==> src/rtl/cache_bus_arbiter.sv <==
// Shares one downstream cache bus among NUM_REQ requesters, one burst at a time.
// Optional macro CACHE_ARB_RR_EN selects round-robin arbitration; otherwise fixed priority (index 0 first).
module cache_bus_arbiter #(
    parameter int NUM_REQ    = 2,
    parameter int DATA_WIDTH = 32,
    parameter int LEN_WIDTH  = 8
) (
    input  logic                            clk,
    input  logic                            rst,
    input  logic [NUM_REQ-1:0]              m_req_valid_i,
    output logic [NUM_REQ-1:0]              m_req_ready_o,
    input  logic [NUM_REQ-1:0]              m_req_write_i,
    input  logic [NUM_REQ*32-1:0]           m_req_addr_i,
    input  logic [NUM_REQ*LEN_WIDTH-1:0]    m_req_len_i,
    input  logic [NUM_REQ*DATA_WIDTH-1:0]   m_wdata_i,
    input  logic [NUM_REQ-1:0]              m_wvalid_i,
    input  logic [NUM_REQ-1:0]              m_wlast_i,
    output logic [NUM_REQ-1:0]              m_wready_o,
    output logic [NUM_REQ-1:0]              m_rvalid_o,
    output logic [NUM_REQ-1:0]              m_rlast_o,
    output logic [DATA_WIDTH-1:0]           m_rdata_o,
    output logic [NUM_REQ-1:0]              m_wdone_o,
    output logic                            s_req_valid_o,
    input  logic                            s_req_ready_i,
    output logic                            s_req_write_o,
    output logic [31:0]                     s_req_addr_o,
    output logic [LEN_WIDTH-1:0]            s_req_len_o,
    output logic [DATA_WIDTH-1:0]           s_wdata_o,
    output logic                            s_wvalid_o,
    output logic                            s_wlast_o,
    input  logic                            s_wready_i,
    input  logic                            s_rvalid_i,
    input  logic                            s_rlast_i,
    input  logic [DATA_WIDTH-1:0]           s_rdata_i,
    input  logic                            s_wdone_i,
    output logic [NUM_REQ-1:0]              grant_o,
    output logic                            busy_o,
    output logic                            proto_err_o
);
    localparam int IDX_W = (NUM_REQ > 1) ? $clog2(NUM_REQ) : 1;

    typedef enum logic [2:0] {S_IDLE, S_ADDR, S_RDATA, S_WDATA, S_WRESP} state_e;

    state_e                 state_q, state_d;
    logic [IDX_W-1:0]       gnt_q, gnt_d;
    logic                   write_q, write_d;
    logic [31:0]            addr_q, addr_d;
    logic [LEN_WIDTH-1:0]   len_q, len_d;
    logic [LEN_WIDTH-1:0]   cnt_q, cnt_d;
    logic                   err_q, err_d;
    logic                   win_found;
    logic [IDX_W-1:0]       win_idx;
    logic                   beat, beat_last;

`ifdef CACHE_ARB_RR_EN
    logic [IDX_W-1:0] rr_q;

    // Pointer holds the last winner; reset value makes requester 0 the first pick.
    always_ff @(posedge clk) begin
        if (rst)
            rr_q <= IDX_W'(NUM_REQ - 1);
        else if (state_q == S_IDLE && win_found)
            rr_q <= win_idx;
    end
`endif

    always_comb begin
        int j;
        win_found = 1'b0;
        win_idx   = '0;
        for (int k = 0; k < NUM_REQ; k++) begin
`ifdef CACHE_ARB_RR_EN
            j = (int'(rr_q) + 1 + k) % NUM_REQ;
`else
            j = k;
`endif
            if (!win_found && m_req_valid_i[j]) begin
                win_found = 1'b1;
                win_idx   = IDX_W'(j);
            end
        end
    end

    always_comb begin
        beat      = 1'b0;
        beat_last = 1'b0;
        if (state_q == S_RDATA) begin
            beat      = s_rvalid_i;
            beat_last = s_rlast_i;
        end else if (state_q == S_WDATA) begin
            beat      = m_wvalid_i[gnt_q] & s_wready_i;
            beat_last = m_wlast_i[gnt_q];
        end
    end

    always_comb begin
        state_d       = state_q;
        gnt_d         = gnt_q;
        write_d       = write_q;
        addr_d        = addr_q;
        len_d         = len_q;
        cnt_d         = cnt_q;
        err_d         = err_q;
        m_req_ready_o = '0;
        m_wready_o    = '0;
        m_rvalid_o    = '0;
        m_rlast_o     = '0;
        m_rdata_o     = '0;
        m_wdone_o     = '0;
        s_req_valid_o = 1'b0;
        s_req_write_o = 1'b0;
        s_req_addr_o  = '0;
        s_req_len_o   = '0;
        s_wdata_o     = '0;
        s_wvalid_o    = 1'b0;
        s_wlast_o     = 1'b0;
        grant_o       = '0;

        if (state_q != S_IDLE) grant_o[gnt_q] = 1'b1;

        case (state_q)
            S_IDLE: begin
                if (win_found && !rst) begin
                    m_req_ready_o[win_idx] = 1'b1;
                    gnt_d   = win_idx;
                    write_d = m_req_write_i[win_idx];
                    addr_d  = m_req_addr_i[win_idx*32 +: 32];
                    len_d   = m_req_len_i[win_idx*LEN_WIDTH +: LEN_WIDTH];
                    state_d = S_ADDR;
                end
            end
            S_ADDR: begin
                s_req_valid_o = 1'b1;
                s_req_write_o = write_q;
                s_req_addr_o  = addr_q;
                s_req_len_o   = len_q;
                if (s_req_ready_i) begin
                    cnt_d   = '0;
                    state_d = write_q ? S_WDATA : S_RDATA;
                end
            end
            S_RDATA: begin
                m_rvalid_o[gnt_q] = s_rvalid_i;
                m_rlast_o[gnt_q]  = s_rlast_i;
                m_rdata_o         = s_rdata_i;
                if (beat && beat_last) state_d = S_IDLE;
            end
            S_WDATA: begin
                s_wdata_o         = m_wdata_i[gnt_q*DATA_WIDTH +: DATA_WIDTH];
                s_wvalid_o        = m_wvalid_i[gnt_q];
                s_wlast_o         = m_wlast_i[gnt_q];
                m_wready_o[gnt_q] = s_wready_i;
                if (beat && beat_last) state_d = S_WRESP;
            end
            S_WRESP: begin
                if (s_wdone_i) begin
                    m_wdone_o[gnt_q] = 1'b1;
                    state_d          = S_IDLE;
                end
            end
            default: state_d = S_IDLE;
        endcase

        // Length check: last must land exactly on beat len; counter saturates.
        if (beat) begin
            if (beat_last) begin
                if (cnt_q != len_q) err_d = 1'b1;
            end else if (cnt_q == len_q) begin
                err_d = 1'b1;
            end
            if (cnt_q != '1) cnt_d = cnt_q + 1'b1;
        end
        if (s_rvalid_i && state_q != S_RDATA) err_d = 1'b1;
        if (s_wdone_i && state_q != S_WRESP) err_d = 1'b1;
    end

    always_ff @(posedge clk) begin
        if (rst) begin
            state_q <= S_IDLE;
            gnt_q   <= '0;
            write_q <= 1'b0;
            addr_q  <= '0;
            len_q   <= '0;
            cnt_q   <= '0;
            err_q   <= 1'b0;
        end else begin
            state_q <= state_d;
            gnt_q   <= gnt_d;
            write_q <= write_d;
            addr_q  <= addr_d;
            len_q   <= len_d;
            cnt_q   <= cnt_d;
            err_q   <= err_d;
        end
    end

    assign busy_o      = (state_q != S_IDLE);
    assign proto_err_o = err_q;

endmodule

==> config.mk <==
export PLATFORM = sky130hd
export DESIGN_NAME = cache_bus_arbiter
export DESIGN_NICKNAME = d
export VERILOG_FILES = /design/src/rtl/cache_bus_arbiter.sv
export SDC_FILE = /design/constraint.sdc
export NUM_CORES = 1
export LEC_CHECK = 0
export ABC_AREA = 1
export CAP_MARGIN = 10
export CORE_AREA = 2 2 123 125
export CTS_CLUSTER_SIZE = 20
export DETAILED_ROUTE_END_ITERATION = 12
export DIE_AREA = 0 0 125 127
export PLACE_DENSITY = 0.73
export SKIP_LAST_GASP = 1
export SLEW_MARGIN = 10
export SYNTH_ARGS = -nofsm -noshare
export SYNTH_HDL_FRONTEND = slang
export SYNTH_SLANG_ARGS = --single-unit
==> constraint.sdc <==
create_clock -name clk -period 3.06 [get_ports clk]
set_clock_uncertainty 0.15 [all_clocks]
set_input_delay 0.459 -clock clk [delete_from_list [all_inputs] [get_ports clk]]
set_output_delay 0.459 -clock clk [all_outputs]
set_load 0.05 [all_outputs]
After elaboration in Yosys (flattened, before gate mapping)
Index checks and enable logic that the tools add are counted.
{"block": "totals", "word_cells": 99, "output_inout_bits": 122, "regBits": 54, "in_bits": 191}
{"block": "op_classes", "reduce_logical": 16, "n_mux": 49, "eq_ne": 15, "addsub": 1, "magnitude_cmp": 4, "n_shift": 3, "bitwise_logic": 4}
{"cell": "$shiftx A64 B7 Y32", "n": 2}
{"cell": "$mux W32", "n": 3}
{"cell": "$mux W8", "n": 5}
{"cell": "$mux W1", "n": 25}
{"cell": "$mux W2", "n": 8}
{"cell": "$shiftx A16 B5 Y8", "n": 1}
{"cell": "$mux W3", "n": 5}
{"cell": "$pmux W3 S5", "n": 1}
{"cell": "$add A8 B1 Y8 const B", "n": 1}
{"cell": "$eq A8 B8 Y1", "n": 1}
{"cell": "$ne A8 B8 Y1", "n": 1}
{"cell": "$ne A8 B8 Y1 const B", "n": 1}
{"cell": "$logic_and A1 B1 Y1", "n": 7}
{"cell": "$and A2 B2 Y2", "n": 3}
{"cell": "$eq A3 B2 Y1 const B", "n": 2}
{"cell": "$ne A2 B2 Y1 const B", "n": 3}
{"cell": "$reduce_bool A3 Y1", "n": 2}
{"cell": "$reduce_and A5 Y1", "n": 1}
{"cell": "$lt A1 B2 Y1 const B", "n": 2}
{"cell": "$ne A2 B1 Y1 const B", "n": 2}
{"cell": "$ne A4 B1 Y1 const B", "n": 1}
{"cell": "$reduce_bool A4 Y1", "n": 1}
{"cell": "$eq A3 B1 Y1 const B", "n": 1}
{"cell": "$eq A3 B3 Y1 const B", "n": 1}
{"cell": "other kinds (9)", "n": 12}

Logic depth before layout (Yosys ltp)
{"block": "logic_depth", "word_depth": 10, "ltp_mapped": 10, "depth_no_buf": 10}

Least setup slack after synthesis
Ideal clock, no wire load.
{"block": "synth_timing", "path_type": "reg-to-output", "start": "register gnt_q", "end": "output port m_wdone_o[0]", "arrival_ps": 1821, "required_ps": 2451, "n_path_buf": 2, "slack_ps": 630, "stages_incl_launch_ff": 4, "path_cell_list": "dfxtp_1 -> clkbuf_1 -> clkbuf_1 -> nor3_1"}
{"block": "synth_between", "elab_chain_cells": 6, "word_cells_on_any_way": 7, "cone_classes": "2 x order compare; 4 x mux; 1 x reduce/logical"}
{"element": "from (decl)", "line_no": "45", "rtl": "logic [IDX_W-1:0] gnt_q, gnt_d;"}
{"element": "from (signal assigned)", "line_no": "188", "rtl": "gnt_q <= gnt_d;"}
{"element": "$lt A1 B2 Y1 (not written as such) or $ge A1 B1 Y1 (tied branches)", "line_no": "157", "rtl": "m_wdone_o[gnt_q] = 1'b1;"}
{"element": "$logic_and A1 B1 Y1 (not written as such)", "line_no": "157"}
{"element": "$mux W1 (not written as such)", "line_no": "157"}
{"element": "$demux W1 S1 *", "line_no": "157"}
{"element": "$mux W2 *", "line_no": "156", "rtl": "if (s_wdone_i) begin"}
{"element": "$mux W2 *", "line_no": "121", "rtl": "case (state_q)"}
{"element": "to (decl)", "line_no": "22", "rtl": "output logic [NUM_REQ-1:0] m_wdone_o,"}
Mark *: on every way between the ends. The rest lies on a longest branch, timed or not.

Final worst setup path
{"block": "layout_timing", "start": "register state_q[2]", "end": "output port s_req_len_o[5]"}
{"block": "layout_between", "elab_chain_cells": 2}
{"element": "from (decl)", "line_no": "44", "rtl": "state_e state_q, state_d;"}
{"element": "from (signal assigned)", "line_no": "187", "rtl": "state_q <= state_d;"}
{"element": "$eq A3 B1 Y1", "line_no": "121"}
{"element": "$mux W8", "line_no": "121"}
{"element": "to (decl)", "line_no": "27", "rtl": "output logic [LEN_WIDTH-1:0] s_req_len_o,"}
No other way between the ends.

==> impl_metrics.py <==
metrics = {
    "pwr": {
        "power.clock.fraction_pct": 17.5,
        "power.total_mw": 3.242,
        "p_seq_share_pct": 26.3,
        "switchingPower_mw": 1.487,
        "p_int_mw": 1.755,
        "switching_share_pct": 45.88,
        "cellLeakagePower_nw": 3.365,
        "power.ir.vdd_worst_mv": 0.2764,
        "power.density_cell_area_nw_per_um2": 455.1,
        "p_comb_share_pct": 56.2,
    },
    "clocking": {
        "cts_resized": 0,
        "clock_tree.buffer_depth": 2,
        "cts_root_buffer": "clkbuf_16",
        "clk-insertion-delay-late_ns": 0.29,
        "numClockSinks": 54,
        "post_cts_hold_buffers": 0,
        "cts_setup_buffers": 0,
        "h-tree-depth": 2,
        "cts_tree": "yes",
        "numCtsBuffers": 5,
        "clk_transition_reported_paths_ns": 0.07,
    },
    "timing": {
        "fmax_ghz": 0.3749,
        "max-slew-margin-rel_pct": 54.18,
        "holdWs_ns": 0.3394,
        "finalSetupViolations": 0,
        "fin_crit_sh_pct": 87.17,
        "timing_max_transition_violations_final": 0,
        "fin_crit_ns": 2.667,
        "grt_setup_unrepaired": "false",
        "max_slew.worst_pin.slew_ns": 0.6865,
        "final-hold-violation-count": 0,
        "timing.setup.tns_ns": 0,
        "worst_slack_ns": 0.3926,
    },
    "synth": {
        "synth_top_area_share_pct": 29.17,
        "synth-adder-area-share_pct": 0.3273,
        "combinational_family_with_the_most_area_after_synthesis": "simple AND/OR/NAND/NOR gates",
        "post_synth_and_or_nand_nor_area_fraction_pct": 42.52,
        "ys_top_cells_by_area": "nand2_1 (29%), dfxtp_1 (28%), inv_1 (13%), nor2_1 (9.1%), a31oi_1 (6.9%)",
        "synthesis.instances": 706,
        "synth_top_area_cell": "nand2_1",
        "syn-mean-instance-area_sq_um": 5.414,
        "mappedNetlistArea_sq_um": 3822,
        "post_synth_mux_area_share_pct": 0,
        "ys_ff_latch": 54,
        "synth.lib_cells_used.distinct": 30,
        "yosysWarningCount": 0,
        "synth_compound_gate_area_share_pct": 9.853,
        "synth_xor_xnor_area_share_pct": 1.604,
        "synth_nets": 898,
        "synth.yosys.seq_area_share_pct": 28.28,
    },
    "critical_path": {
        "worst-path-max-fanout": 44,
        "critPathMaxStageDelay_ns": 0.81,
        "rr_worst_depth": 10,
        "cp.buffers_inverters": 2,
        "ff2ff_setup_slack_ns": 0.99,
        "setup.worst_path.start_class": "flop",
        "cp.required_ns": 2.45,
        "timing.critical_path.arrival_ns": 2.06,
        "timing.critical_path.slowest_stage_cell": "clkdlybuf4s50_1",
        "cell_family_with_most_cp_delay": "buffers and inverters",
        "crit_chain": "nor2_2 > nand2_2 > buf_12 > nor2_1 > clkdlybuf4s50_1",
        "crit_type": "flop to primary output",
        "timing.critical_path.depth": 5,
        "end_kind": "primary output",
    },
    "grt": {
        "gr-total-overflow": 0,
        "grt_antenna_before_repair": 0,
        "grt_first_pass_wirelength_um": 25010,
        "groute.usage.overall_pct": 19.33,
        "grt_max_degree": 51,
        "number_of_global_route_vias_before_repair": 4691,
    },
    "floorplanning": {
        "boundaryPins": 313,
        "dieWidth_um": 125,
        "initial_utilization_pct": 26.50,
        "floorplan.rows": 44,
        "die_area_sq_um": 15880,
        "placeableCoreArea_sq_um": 14420,
        "die_y_um": 127,
    },
    "cells_and_area": {
        "drive_gt1_share_pct": 11.51,
        "final_design_area_no_fill_sq_um": 7124,
        "most-common-layout-cells": "nand2_1 (296), clkdlybuf4s50_1 (224), inv_1 (130)",
        "commonest_non_fill_non_tap_cell_in_the_layout": "nand2_1",
        "antenna_diodes": 0,
        "flow.area_growth_from_synthesis_pct": 86.38,
        "fin_util_pct": 49.39,
        "final_cells": 1183,
        "fin_nets": 1191,
    },
    "worst_hold_path": {
        "worst_hold_path.num_cells": 2,
        "hold_path_class": "flop to flop",
    },
    "status": {
        "run_status": "complete, no violations",
    },
    "drt": {
        "mean_routed_wirelength_per_cell_um": 13.66,
        "route.antenna.remaining_nets": 0,
        "num_vias": 5127,
        "detailedRoute.firstIterationViolations": 247,
        "drtPass1Iterations": 5,
        "routed_wirelength_um": 16160,
        "detail_route.vias_per_cell": 4.334,
        "drt_drc_violations_left": 0,
    },
    "place": {
        "detailed_place.area_sq_um": 6985,
        "dp.final_hpwl_um": 12450,
        "preCtsSetupSlack_ns": 0.4154,
        "place.detailed.instances": 1176,
        "gpl.final_weighted_congestion": 0.8701,
        "place.port_buffers": 312,
    },
    "flow_run": {
        "maxCapViolations": 0,
    },
}
-- power groups by stage --
stage / Sequential [mW] / Combinational [mW] / Clock (mW)
2_1_floorplan: 0.857 / 1.12 / 0
3_3_place_gp: 0.868 / 1.84 / 0
3_5_place_dp: 0.868 / 1.84 / 0
4_1_cts: 0.854 / 1.84 / 0.581
5_1_grt: 0.868 / 1.99 / 0.603
6_report: 0.854 / 1.82 / 0.568
-- cell usage after synthesis --
cell type and instances:
nand3_1 8, nor3_4 1, o2111ai_1 1, inv_1 130
a221oi_1 1, nor2_1 93, clkbuf_1 26, buf_2 4
o22ai_1 1, a31oi_1 42, inv_2 1, a21oi_1 10
clkinv_1 1, nand2_4 1, or2_2 1, nor2_2 1
nor3b_1 1, dfxtp_1 54, buf_1 2, buf_6 4
o21ai_0 5, xnor2_1 7, nor3_1 4, o21bai_1 1
nand4_1 3, nor2_4 2, a211oi_1 1, nand2_2 2
nand2_1 297, ha_1 1
-- cells by family (layout without fill, tap and decap cells) --
logic type	after synthesis	in the layout
buffers and inverters	168	461
AO/OA/AOI/OAI	62	62
flip-flops	54	54
AND/OR/NAND/NOR	414	414
adder cells (fa/ha/maj)	1	1
XOR/XNOR	7	7
-- layout make-up --
class | instances | area [sq um]
sequential | 54 | 1081
clock inverter | 2 | 13.76
multi-input combinational | 484 | 2078
fill | 1505 | 7300
inverter | 132 | 495.5
timing repair buffer | 322 | 3100
tap | 184 | 230.2
clock buffer | 5 | 125.1
-- flip-flops by register name, summed over array words and instances, names as in the netlist --
name / flops
addr_q: 32
write_q: 1
gnt_q: 1
cnt_q: 8
proto_err_o: 1
state_q: 3
len_q: 8
-- worst min-delay path, stage by stage, from the launching register on --
cell and delay (ns):
dfxtp_1 0.31, nand2_1 0.06, a31oi_1 0.07
-- routing by layer --
metal	up-vias	track usage, %	wire [um]
li1	2675	-	-
met1	2218	23.41	6548
met2	222	34.85	8072
met3	12	4.564	1322
met4	0	4.379	216
met5	-	0	0
-- final timing paths --
kind | from | endpoint
max | state_q[2] | s_req_len_o[5]
min | addr_q[21] | addr_q[21]
max reg2reg | gnt_q | cnt_q[1]
min reg2reg | addr_q[21] | addr_q[21]
Power figures use the tool's default switching activity.
